## src/rtl/sar_search_if.sv

```systemverilog
// Bus between the SAR search controller and its comparator/requester side.
// The master modport is the controller; the slave modport is the environment.
interface sar_search_if #(
  parameter int WIDTH = 8
);
  logic             start;
  logic             abort;
  logic             cmp_gt;
  logic [WIDTH-1:0] trial;
  logic             busy;
  logic             done;
  logic [WIDTH-1:0] result;

  modport master (
    input  start, abort, cmp_gt,
    output trial, busy, done, result
  );

  modport slave (
    output start, abort, cmp_gt,
    input  trial, busy, done, result
  );
endinterface

```

## src/rtl/sar_search.sv

```systemverilog
// Successive-approximation search controller: resolves one bit per clock, MSB first,
// using an external comparator's greater-than bit to converge on the unknown target.
module sar_search #(
  parameter int WIDTH = 8
) (
  input  logic          clk,
  input  logic          rst_n,
  sar_search_if.master  bus
);

  localparam int IDX_W = $clog2(WIDTH);
  localparam logic [IDX_W-1:0] IDX_MSB = IDX_W'(WIDTH - 1);
  localparam logic [WIDTH-1:0] ONE     = {{(WIDTH-1){1'b0}}, 1'b1};
  localparam logic [WIDTH-1:0] MSB_ONE = {1'b1, {(WIDTH-1){1'b0}}};

  typedef enum logic [1:0] {
    IDLE,
    SEARCH,
    DONE
  } state_t;

  state_t           state, state_d;
  logic [WIDTH-1:0] trial_q, trial_d;
  logic [IDX_W-1:0] idx_q, idx_d;
  logic             busy_q, busy_d;
  logic             done_q, done_d;
  logic [WIDTH-1:0] result_q, result_d;
  logic [WIDTH-1:0] resolved;

  always_ff @(posedge clk or negedge rst_n) begin
    if (!rst_n) begin
      state    <= IDLE;
      trial_q  <= '0;
      idx_q    <= IDX_MSB;
      busy_q   <= 1'b0;
      done_q   <= 1'b0;
      result_q <= '0;
    end else begin
      state    <= state_d;
      trial_q  <= trial_d;
      idx_q    <= idx_d;
      busy_q   <= busy_d;
      done_q   <= done_d;
      result_q <= result_d;
    end
  end

  always_comb begin
    state_d = state;
    case (state)
      IDLE:    if (bus.start && !bus.abort) state_d = SEARCH;
      SEARCH: begin
        if (bus.abort)          state_d = IDLE;
        else if (idx_q == '0)   state_d = DONE;
      end
      DONE:    state_d = IDLE;
      default: state_d = IDLE;
    endcase
  end

  // The bit under test is kept only if the comparator says the trial is not above the target.
  always_comb begin
    resolved = trial_q;
    if (bus.cmp_gt) resolved[idx_q] = 1'b0;

    trial_d  = trial_q;
    idx_d    = idx_q;
    busy_d   = busy_q;
    done_d   = 1'b0;
    result_d = result_q;

    case (state)
      IDLE: begin
        trial_d = '0;
        busy_d  = 1'b0;
        idx_d   = IDX_MSB;
        if (bus.start && !bus.abort) begin
          trial_d = MSB_ONE;
          busy_d  = 1'b1;
        end
      end
      SEARCH: begin
        if (bus.abort) begin
          trial_d = '0;
          busy_d  = 1'b0;
          idx_d   = IDX_MSB;
        end else if (idx_q == '0) begin
          trial_d  = resolved;
          result_d = resolved;
          done_d   = 1'b1;
          busy_d   = 1'b0;
          idx_d    = IDX_MSB;
        end else begin
          trial_d = resolved | (ONE << (idx_q - IDX_W'(1)));
          idx_d   = idx_q - IDX_W'(1);
        end
      end
      DONE: begin
        trial_d = '0;
        busy_d  = 1'b0;
        idx_d   = IDX_MSB;
      end
      default: begin
        trial_d = '0;
        busy_d  = 1'b0;
        idx_d   = IDX_MSB;
      end
    endcase
  end

  assign bus.trial  = trial_q;
  assign bus.busy   = busy_q;
  assign bus.done   = done_q;
  assign bus.result = result_q;

endmodule

```

## src/flat_wrapper.sv

```systemverilog
// flat-port wrapper written by rule: the top's interface ports become plain ports
module sar_search_flat 
#(
  parameter int WIDTH = 8
)
  (clk, rst_n, bus_start, bus_abort, bus_cmp_gt, bus_trial, bus_busy, bus_done, bus_result);
  sar_search_if #(.WIDTH(WIDTH)) bus_i ();
  input  logic clk;
  input  logic rst_n;
  input wire logic [$bits(bus_i.start)-1:0] bus_start;
  input wire logic [$bits(bus_i.abort)-1:0] bus_abort;
  input wire logic [$bits(bus_i.cmp_gt)-1:0] bus_cmp_gt;
  output wire logic [$bits(bus_i.trial)-1:0] bus_trial;
  output wire logic [$bits(bus_i.busy)-1:0] bus_busy;
  output wire logic [$bits(bus_i.done)-1:0] bus_done;
  output wire logic [$bits(bus_i.result)-1:0] bus_result;
  assign bus_i.start = bus_start;
  assign bus_i.abort = bus_abort;
  assign bus_i.cmp_gt = bus_cmp_gt;
  assign bus_trial = bus_i.trial;
  assign bus_busy = bus_i.busy;
  assign bus_done = bus_i.done;
  assign bus_result = bus_i.result;
  sar_search #(.WIDTH(WIDTH)) u_core (.clk(clk), .rst_n(rst_n), .bus(bus_i));
endmodule
```

## config.mk

```make
export PLATFORM = sky130hd
export DESIGN_NAME = sar_search_flat
export DESIGN_NICKNAME = d
export VERILOG_FILES = /design/src/rtl/sar_search_if.sv /design/src/rtl/sar_search.sv /design/src/flat_wrapper.sv
export SDC_FILE = /design/constraint.sdc
export NUM_CORES = 1
export LEC_CHECK = 0
export ABC_AREA = 0
export CORE_MARGIN = 2
export CORE_UTILIZATION = 48
export CTS_CLUSTER_DIAMETER = 80
export DETAILED_ROUTE_END_ITERATION = 8
export GPL_TIMING_DRIVEN = 0
export PLACE_DENSITY = 0.77
export RECOVER_POWER = 50
export SYNTH_ARGS = -nofsm -noshare
export SYNTH_HDL_FRONTEND = slang
export SYNTH_SLANG_ARGS = --single-unit
```

## constraint.sdc

```tcl
create_clock -name clk -period 2.1 [get_ports clk]
set_input_delay 0.315 -clock clk [delete_from_list [all_inputs] [get_ports clk]]
set_output_delay 0.315 -clock clk [all_outputs]
set_load 0.05 [all_outputs]
```

==> results of run 1 <==
[state kept, by name (all words and copies together) (netlist names)]
signal	count
u_core.idx_q	3
u_core.bus.result	8
u_core.bus.busy	1
u_core.bus.trial	8
u_core.state	2
u_core.bus.done	1
[how the worst max path moves through the flow]
stage,startpoint,endpoint,slack [ns],depth (start not counted)
floorplan,u_core.idx_q[0]$_DFF_PN1_,u_core.bus.result[0]$_DFFE_PN0P_,0.62,5
global placement,bus_abort,u_core.bus.result[1]$_DFFE_PN0P_,0.39,6
detailed placement,bus_abort,u_core.bus.result[1]$_DFFE_PN0P_,0.36,6
CTS,u_core.bus.trial[2]$_DFF_PN0_,bus_trial[2],0.28,1
global route,u_core.idx_q[0]$_DFF_PN1_,u_core.bus.result[7]$_DFFE_PN0P_,0.15,5
finish,u_core.bus.trial[2]$_DFF_PN0_,bus_trial[2],0.29,1
[report_power, final]
part	switching (mW)	internal (mW)	leakage, nW
Sequential	0.00753	0.451	0.307
Clock	0.127	0.0710	0.0177
Combinational	0.0446	0.0262	0.255
[layer usage]
layer,vias up,wire (um),track usage [%]
met1,405,881,24.90
met4,0,25,6.944
li1,401,-,-
met5,-,0,0
met3,4,111,3.869
met2,23,979,28.95
[through the flow]
stage          worst slack, ns  instance area [sq um]  hold slack, ns
6_report                0.2920                   1305          0.4780
5_1_grt                 0.1518                   1305          0.5000
4_1_cts                 0.2827                   1305          0.4832
3_5_place_dp            0.3640                   1277          0.4577
3_3_place_gp            0.3860                   1277          0.4357
2_1_floorplan           0.6212                   1023         0.01941
[final cells by class]
cell class / count / area, sq um
multi-input cells: 68 / 402.9
clock buffers: 3 / 22.52
plain buffers: 3 / 26.28
fillers: 165 / 676.9
inverters: 4 / 15.01
flip-flops and latches: 23 / 579.3
clock inverters: 1 / 5.005
well taps: 27 / 33.78
repair buffers: 22 / 220.2
[placed cells by master (no fill, tap or decap)]
cell type	count
sky130_fd_sc_hd__inv_1	4
sky130_fd_sc_hd__clkbuf_4	3
sky130_fd_sc_hd__nor2_2	1
sky130_fd_sc_hd__dfrtp_1	20
sky130_fd_sc_hd__or3b_1	1
sky130_fd_sc_hd__ha_1	5
sky130_fd_sc_hd__o21ai_2	1
sky130_fd_sc_hd__clkinv_2	1
sky130_fd_sc_hd__o21ai_1	1
sky130_fd_sc_hd__clkdlybuf4s50_1	21
sky130_fd_sc_hd__and2_0	1
sky130_fd_sc_hd__buf_6	2
sky130_fd_sc_hd__o21ai_0	27
sky130_fd_sc_hd__nor2b_1	2
sky130_fd_sc_hd__nand2_1	6
sky130_fd_sc_hd__dlygate4sd3_1	1
sky130_fd_sc_hd__nor3b_1	1
sky130_fd_sc_hd__o31ai_1	2
sky130_fd_sc_hd__o21bai_1	1
sky130_fd_sc_hd__clkbuf_1	1
sky130_fd_sc_hd__nor3_1	2
sky130_fd_sc_hd__nand3_1	1
sky130_fd_sc_hd__nor2_1	1
sky130_fd_sc_hd__a31oi_1	2
sky130_fd_sc_hd__or2b_1	1
sky130_fd_sc_hd__and2b_1	1
sky130_fd_sc_hd__dfstp_2	3
sky130_fd_sc_hd__a21oi_1	8
sky130_fd_sc_hd__nand2b_1	3
[logic make-up after synthesis]
family                     count (synthesis)  share of synthesized area [%]
AOI/OAI and AO/OA                         42                          21.88
adders and majority gates                  5                          6.112
buffers and inverters                      7                          4.033
DFF                                       23                          56.60
and+or+nand+nor                           21                          11.37
==> results.md, run 1 <==
* Status: finished, final reports clean
* Setup slack of the worst register-to-register path at 0.37 ns
* Critical Path AT at 1.49 ns
* Cell area after synthesis at 1023 sq um
* Overall die width at 50.18 um
* Critical path fanouts, max at 2
* Part of the Yosys area used for sequential elements at 56.60%
* CTS tree: yes
* Number of I/O pins at 23
* Number of setup violations in the final report at 0
* Synth area leaders: sky130_fd_sc_hd__dfrtp_1 49%, sky130_fd_sc_hd__o21ai_0 13%, sky130_fd_sc_hd__dfstp_2 7.7%
* VDD IR max at 0.3942 mV
* Ant. Diodes at 0
* Critical register-to-register path startpoint: u_core.idx_q[0]$_DFF_PN1_
* Number of global-route vias before repair at 774
* Count of yosys warnings during synthesis at 0
* TNS Setup at 0 ns
* Post-synth top area cell: sky130_fd_sc_hd__dfrtp_1
* Fin crit share at 86.10%
* Clock-pin slew on the worst setup and hold paths at 0.12 ns
* Buffers & Inverters on Critical Path at 1
* Global router's overall resource usage at 18.38%
* Buffers inserted during post-CTS setup optimization at 0
* Share of final-layout standard cells stronger than drive strength 1 at 8.871%
* Overall power consumption at 728.1 uW
* Hold-fix buffers, CTS at 0
* Gate Count Post-Synth at 98
* Path category of the worst min-delay check: reg2reg
* Top cells by instance count after synthesis: 27 x sky130_fd_sc_hd__o21ai_0, 20 x sky130_fd_sc_hd__dfrtp_1, 8 x sky130_fd_sc_hd__a21oi_1
* Startpoint of the worst hold path: u_core.state[1]$_DFFE_PN0P_
* Number of vias after detailed routing at 833
* Logic depth of the worst register-to-register path at 5
* Clock Root Buffer: sky130_fd_sc_hd__clkbuf_4
* Element type at the critical path end: output port
* Net count reported at finish at 135
* Slew headroom at 32.76%
* Max-slew violations at 0
* Cell depth of the worst hold path at 1
* Sink of the worst hold path: u_core.bus.busy$_DFFE_PN0P_
* Area growth from synthesis to layout at 27.51%
* Global-route congestion overflow total at 0
* Synthesis-stage register bit count at 23
* Final GP Congestion at 0.8554
* Crit path launch type: flop
* Start-to-end type of the worst setup path: reg2out
* Largest delay share family, worst path: buffers and inverters
* Clock latency at the later pin of the worst-skew pair at 0.31 ns
* Transition time at the pin with the least slew margin at 1.005 ns
* Global-route wire length before repair at 3477 um
* Post-cts gate resize count at 0
* Most frequent cell after synthesis: sky130_fd_sc_hd__o21ai_0
* Final Hold Fails at 0
* Fraction of post-synthesis cell area in the top cell type by area at 48.90%
* Mean Syn Cell Area at 10.44 sq um
* Post-DR vias/cell at 5.517
* Final WL at 1998 um
* Minimum period implied by the final worst setup slack at 1.808 ns
* Core Area at 1982 sq um
* Syn_nets at 108
* Num Clock Sinks at 23
* Top_reg_cell synth: sky130_fd_sc_hd__dfrtp_1
* Post-route insts no fill at 151
* Worst reg2reg endpoint: u_core.bus.trial[4]$_DFF_PN0_
* Number of antenna violations at the first check in global routing at 0
* Die span in y at 50.18 um
* Leakage at 0.5802 nW
* Die area at 2518 sq um
* Initial core utilization at 51.64%
* Detailed-route wire length per cell at 13.23 um
* Unrepaired setup endpoints after global routing: no
* DP Wirelength at 1537 um
* Port Buffers at 22
* Deepest level of the CTS H-tree at 1
* Layout Utilization at 65.85%
* Share of flip-flops with an asynchronous set or reset at 100.0%
* Pwr/cell area at 557.9 nW/um^2
* Initial detailed-routing violation count at 14
* Max Cap Violations at 0
* Maximum number of pins on one net before global-route repair at 24
* Worst clock skew at 0.006077 ns
* Number of standard-cell rows in the floorplan at 16
* Max stage delay cell, worst path: sky130_fd_sc_hd__clkdlybuf4s50_1
* Number of buffers on the longest clock path at 2
* Upper clock frequency limit at 553.1 MHz
* Distinct cells, synth at 25
* Slowest Stage Delay on Critical Path at 0.81 ns
* DRC at 0
* Num CTS Buffers at 3
* Detailed-router iteration count before antenna repair at 4
* Placed insts at 147
* Number of flops mapped to enable cells by yosys at 0
* Number of nets still failing antenna checks after routing at 0
* Cells along the critical path: clkdlybuf4s50_1
* Required time of the worst setup path at 1.78 ns
No activity file was read; power rests on OpenSTA's default activity.
==> run 2, diff against run 1 <==
--- a/config.mk
+++ b/config.mk
@@ -13,6 +13,7 @@
 export GPL_TIMING_DRIVEN = 0
 export PLACE_DENSITY = 0.77
 export RECOVER_POWER = 50
+export SLEW_MARGIN = 20
 export SYNTH_ARGS = -nofsm -noshare
 export SYNTH_HDL_FRONTEND = slang
 export SYNTH_SLANG_ARGS = --single-unit
==> results.md, run 2 (same netlist as run 1, synthesis figures left out) <==
* CTS tree: yes
* Placed inst area at 1277 sq um (unchanged)
* Post-route worst setup slack at 0.2914 ns (-0.0005710 ns)
* Sink of the worst hold path: u_core.bus.busy$_DFFE_PN0P_
* Area of the multi-input gates at 402.9 sq um (unchanged)
* Max Cap Violations at 0 (unchanged)
* Cells along the critical path: clkdlybuf4s50_1
* Critical Path AT at 1.49 ns (about the same)
* Num Clock Sinks at 23 (unchanged)
* Post-DR vias/cell at 5.467 (-0.90%)
* Transition time at the pin with the least slew margin at 1.196 ns (+0.1904 ns)
* Upper clock frequency limit at 552.9 MHz (about the same)
* Place WS at 0.3640 ns (unchanged)
* Global-route wire length before repair at 3477 um (unchanged)
* Combinational fraction of design power at 9.8% (about the same)
* Register area at 579.3 sq um (unchanged)
* Clock latency at the later pin of the worst-skew pair at 0.31 ns (about the same)
* Power share of the clock group at 27.3% (about the same)
* Max stage delay cell, worst path: sky130_fd_sc_hd__clkdlybuf4s50_1
* Switching Power at 180.0 uW (+0.23%)
* Highest-count cells in the layout ignoring fill and taps: 27 x sky130_fd_sc_hd__o21ai_0, 21 x sky130_fd_sc_hd__clkdlybuf4s50_1, 20 x sky130_fd_sc_hd__dfrtp_1
* Num CTS Buffers at 3 (unchanged)
* Startpoint of the worst hold path: u_core.state[1]$_DFFE_PN0P_
* Global router's overall resource usage at 18.38% (unchanged)
* Die span in y at 50.18 um (unchanged)
* Switching share of power at 24.70% (+0.029 points)
* Minimum period implied by the final worst setup slack at 1.809 ns (+0.0005710 ns)
* Final GP Congestion at 0.8554 (unchanged)
* TNS Setup at 0 ns (unchanged)
* Fin crit share at 86.12% (about the same)
* Start-to-end type of the worst setup path: reg2out
* VDD IR max at 0.3943 mV (about the same)
* Crit path launch type: flop
* Max-slew violations at 0 (unchanged)
* Worst clock skew at 0.006132 ns (+0.00005479 ns)
* Post-route standard cell area excluding fillers at 1309 sq um (+0.29%)
* Number of buffers on the longest clock path at 2 (unchanged)
* DP Wirelength at 1537 um (unchanged)
* Number of global-route vias before repair at 774 (unchanged)
* Overall die width at 50.18 um (unchanged)
* Setup slack of the worst register-to-register path at 0.37 ns (about the same)
* Share of final-layout standard cells stronger than drive strength 1 at 8.800% (-0.071 points)
* Global-route congestion overflow total at 0 (unchanged)
* Required time of the worst setup path at 1.78 ns (about the same)
* Largest delay share family, worst path: buffers and inverters
* Commonest non-fill, non-tap cell in the layout: sky130_fd_sc_hd__o21ai_0
* Pwr/cell area at 556.9 nW/um^2 (-0.18%)
* Deepest level of the CTS H-tree at 1 (unchanged)
* Die area at 2518 sq um (unchanged)
* Number of I/O pins at 23 (unchanged)
* Core Area at 1982 sq um (unchanged)
* Maximum number of pins on one net before global-route repair at 24 (unchanged)
* Detailed-router iteration count before antenna repair at 4 (unchanged)
* Path category of the worst min-delay check: reg2reg
* Part of the power in registers at 62.9% (about the same)
* Worst reg2reg endpoint: u_core.bus.trial[4]$_DFF_PN0_
* Status: finished, final reports clean
* Post-cts gate resize count at 0 (unchanged)
* DRC at 0 (unchanged)
* Tightest hold margin at 0.4782 ns (+0.0001580 ns)
* Number of vias after detailed routing at 831 (-0.24%)
* Placed insts at 147 (unchanged)
* Slowest Stage Delay on Critical Path at 0.81 ns (about the same)
* Critical path fanouts, max at 2 (unchanged)
* Clock-pin slew on the worst setup and hold paths at 0.12 ns (about the same)
* Clock Root Buffer: sky130_fd_sc_hd__clkbuf_4
* Detailed-route wire length per cell at 13.29 um (+0.44%)
* Initial core utilization at 51.64% (unchanged)
* Initial detailed-routing violation count at 14 (unchanged)
* Ant. Diodes at 0 (unchanged)
* Critical register-to-register path startpoint: u_core.idx_q[0]$_DFF_PN1_
* Post-route insts no fill at 152 (+0.66%)
* Slew headroom at 20.29% (-12 points)
* Logic depth of the worst register-to-register path at 5 (unchanged)
* Final WL at 2020 um (+1.1%)
* Number of setup violations in the final report at 0 (unchanged)
* Net count reported at finish at 136 (+0.74%)
* Cell depth of the worst hold path at 1 (unchanged)
* Fillers at 166 (+0.61%)
* Port Buffers at 22 (unchanged)
* Unrepaired setup endpoints after global routing: no
* Area growth from synthesis to layout at 27.87%
* Final Hold Fails at 0 (unchanged)
* Leakage at 0.5814 nW (+0.20%)
* Number of standard-cell rows in the floorplan at 16 (unchanged)
* Element type at the critical path end: output port
* Design internal power at 548.8 uW (about the same)
* Number of antenna violations at the first check in global routing at 0 (unchanged)
* Number of nets still failing antenna checks after routing at 0 (unchanged)
* Buffers & Inverters on Critical Path at 1 (unchanged)
[run 2: worst max-delay path by stage]
stage	start	end	slack, ns	cells past startpoint
after floorplan	u_core.idx_q[0]$_DFF_PN1_	u_core.bus.result[0]$_DFFE_PN0P_	0.62	5
after global routing	u_core.idx_q[0]$_DFF_PN1_	u_core.bus.result[7]$_DFFE_PN0P_	0.15	5
after global placement	bus_abort	u_core.bus.result[1]$_DFFE_PN0P_	0.39	6
after CTS	u_core.bus.trial[2]$_DFF_PN0_	bus_trial[2]	0.28	1
final	u_core.bus.trial[2]$_DFF_PN0_	bus_trial[2]	0.29	1
after detailed placement	bus_abort	u_core.bus.result[1]$_DFFE_PN0P_	0.36	6
[run 2: layout make-up]
type / instances / area share, %
clock inverters: 1 / 0.3824
clock buffers: 3 / 1.721
plain buffers: 3 / 2.008
flip-flops and latches: 23 / 44.26
multi-input cells: 68 / 30.78
repair buffers: 23 / 17.11
well taps: 27 / 2.581
inverters: 4 / 1.147
[run 2: per-stage QoR]
| stage | power [mW] | util (%) |
|---|---|---|
| finish | 0.7288 | 66.04 |
| global route | 0.7740 | 66.04 |
| CTS | 0.7327 | 65.85 |
| detailed placement | 0.5389 | 64.46 |
| global placement | 0.5367 | 64.46 |
| floorplan | 0.5050 | - |
[run 2: repair_timing]
| action | CTS | global route |
|---|---|---|
| setup buffers | 0 | 0 |
| setup endpoints to repair | 0 | 0 |
| hold endpoints to repair | 0 | 20 |
| hold buffers | 0 | 1 |
[run 2: power by group through the flow]
| stage | Sequential [mW] | Clock (mW) | Combinational [mW] |
|---|---|---|---|
| after floorplan | 0.480 | 0 | 0.0249 |
| final | 0.459 | 0.199 | 0.0715 |
| after detailed placement | 0.467 | 0 | 0.0719 |
| after CTS | 0.459 | 0.202 | 0.0720 |
| after global routing | 0.460 | 0.236 | 0.0782 |
| after global placement | 0.466 | 0 | 0.0703 |
[run 2: per-layer routing]
| metal | vias to the layer above | share of wire, % | track usage (%) |
|---|---|---|---|
| met2 | 17 | 50 | 28.95 |
| met3 | 4 | 3.4 | 3.869 |
| li1 | 403 | - | - |
| met4 | 0 | 1.2 | 6.944 |
| met1 | 407 | 45 | 24.90 |
| met5 | - | 0 | 0 |
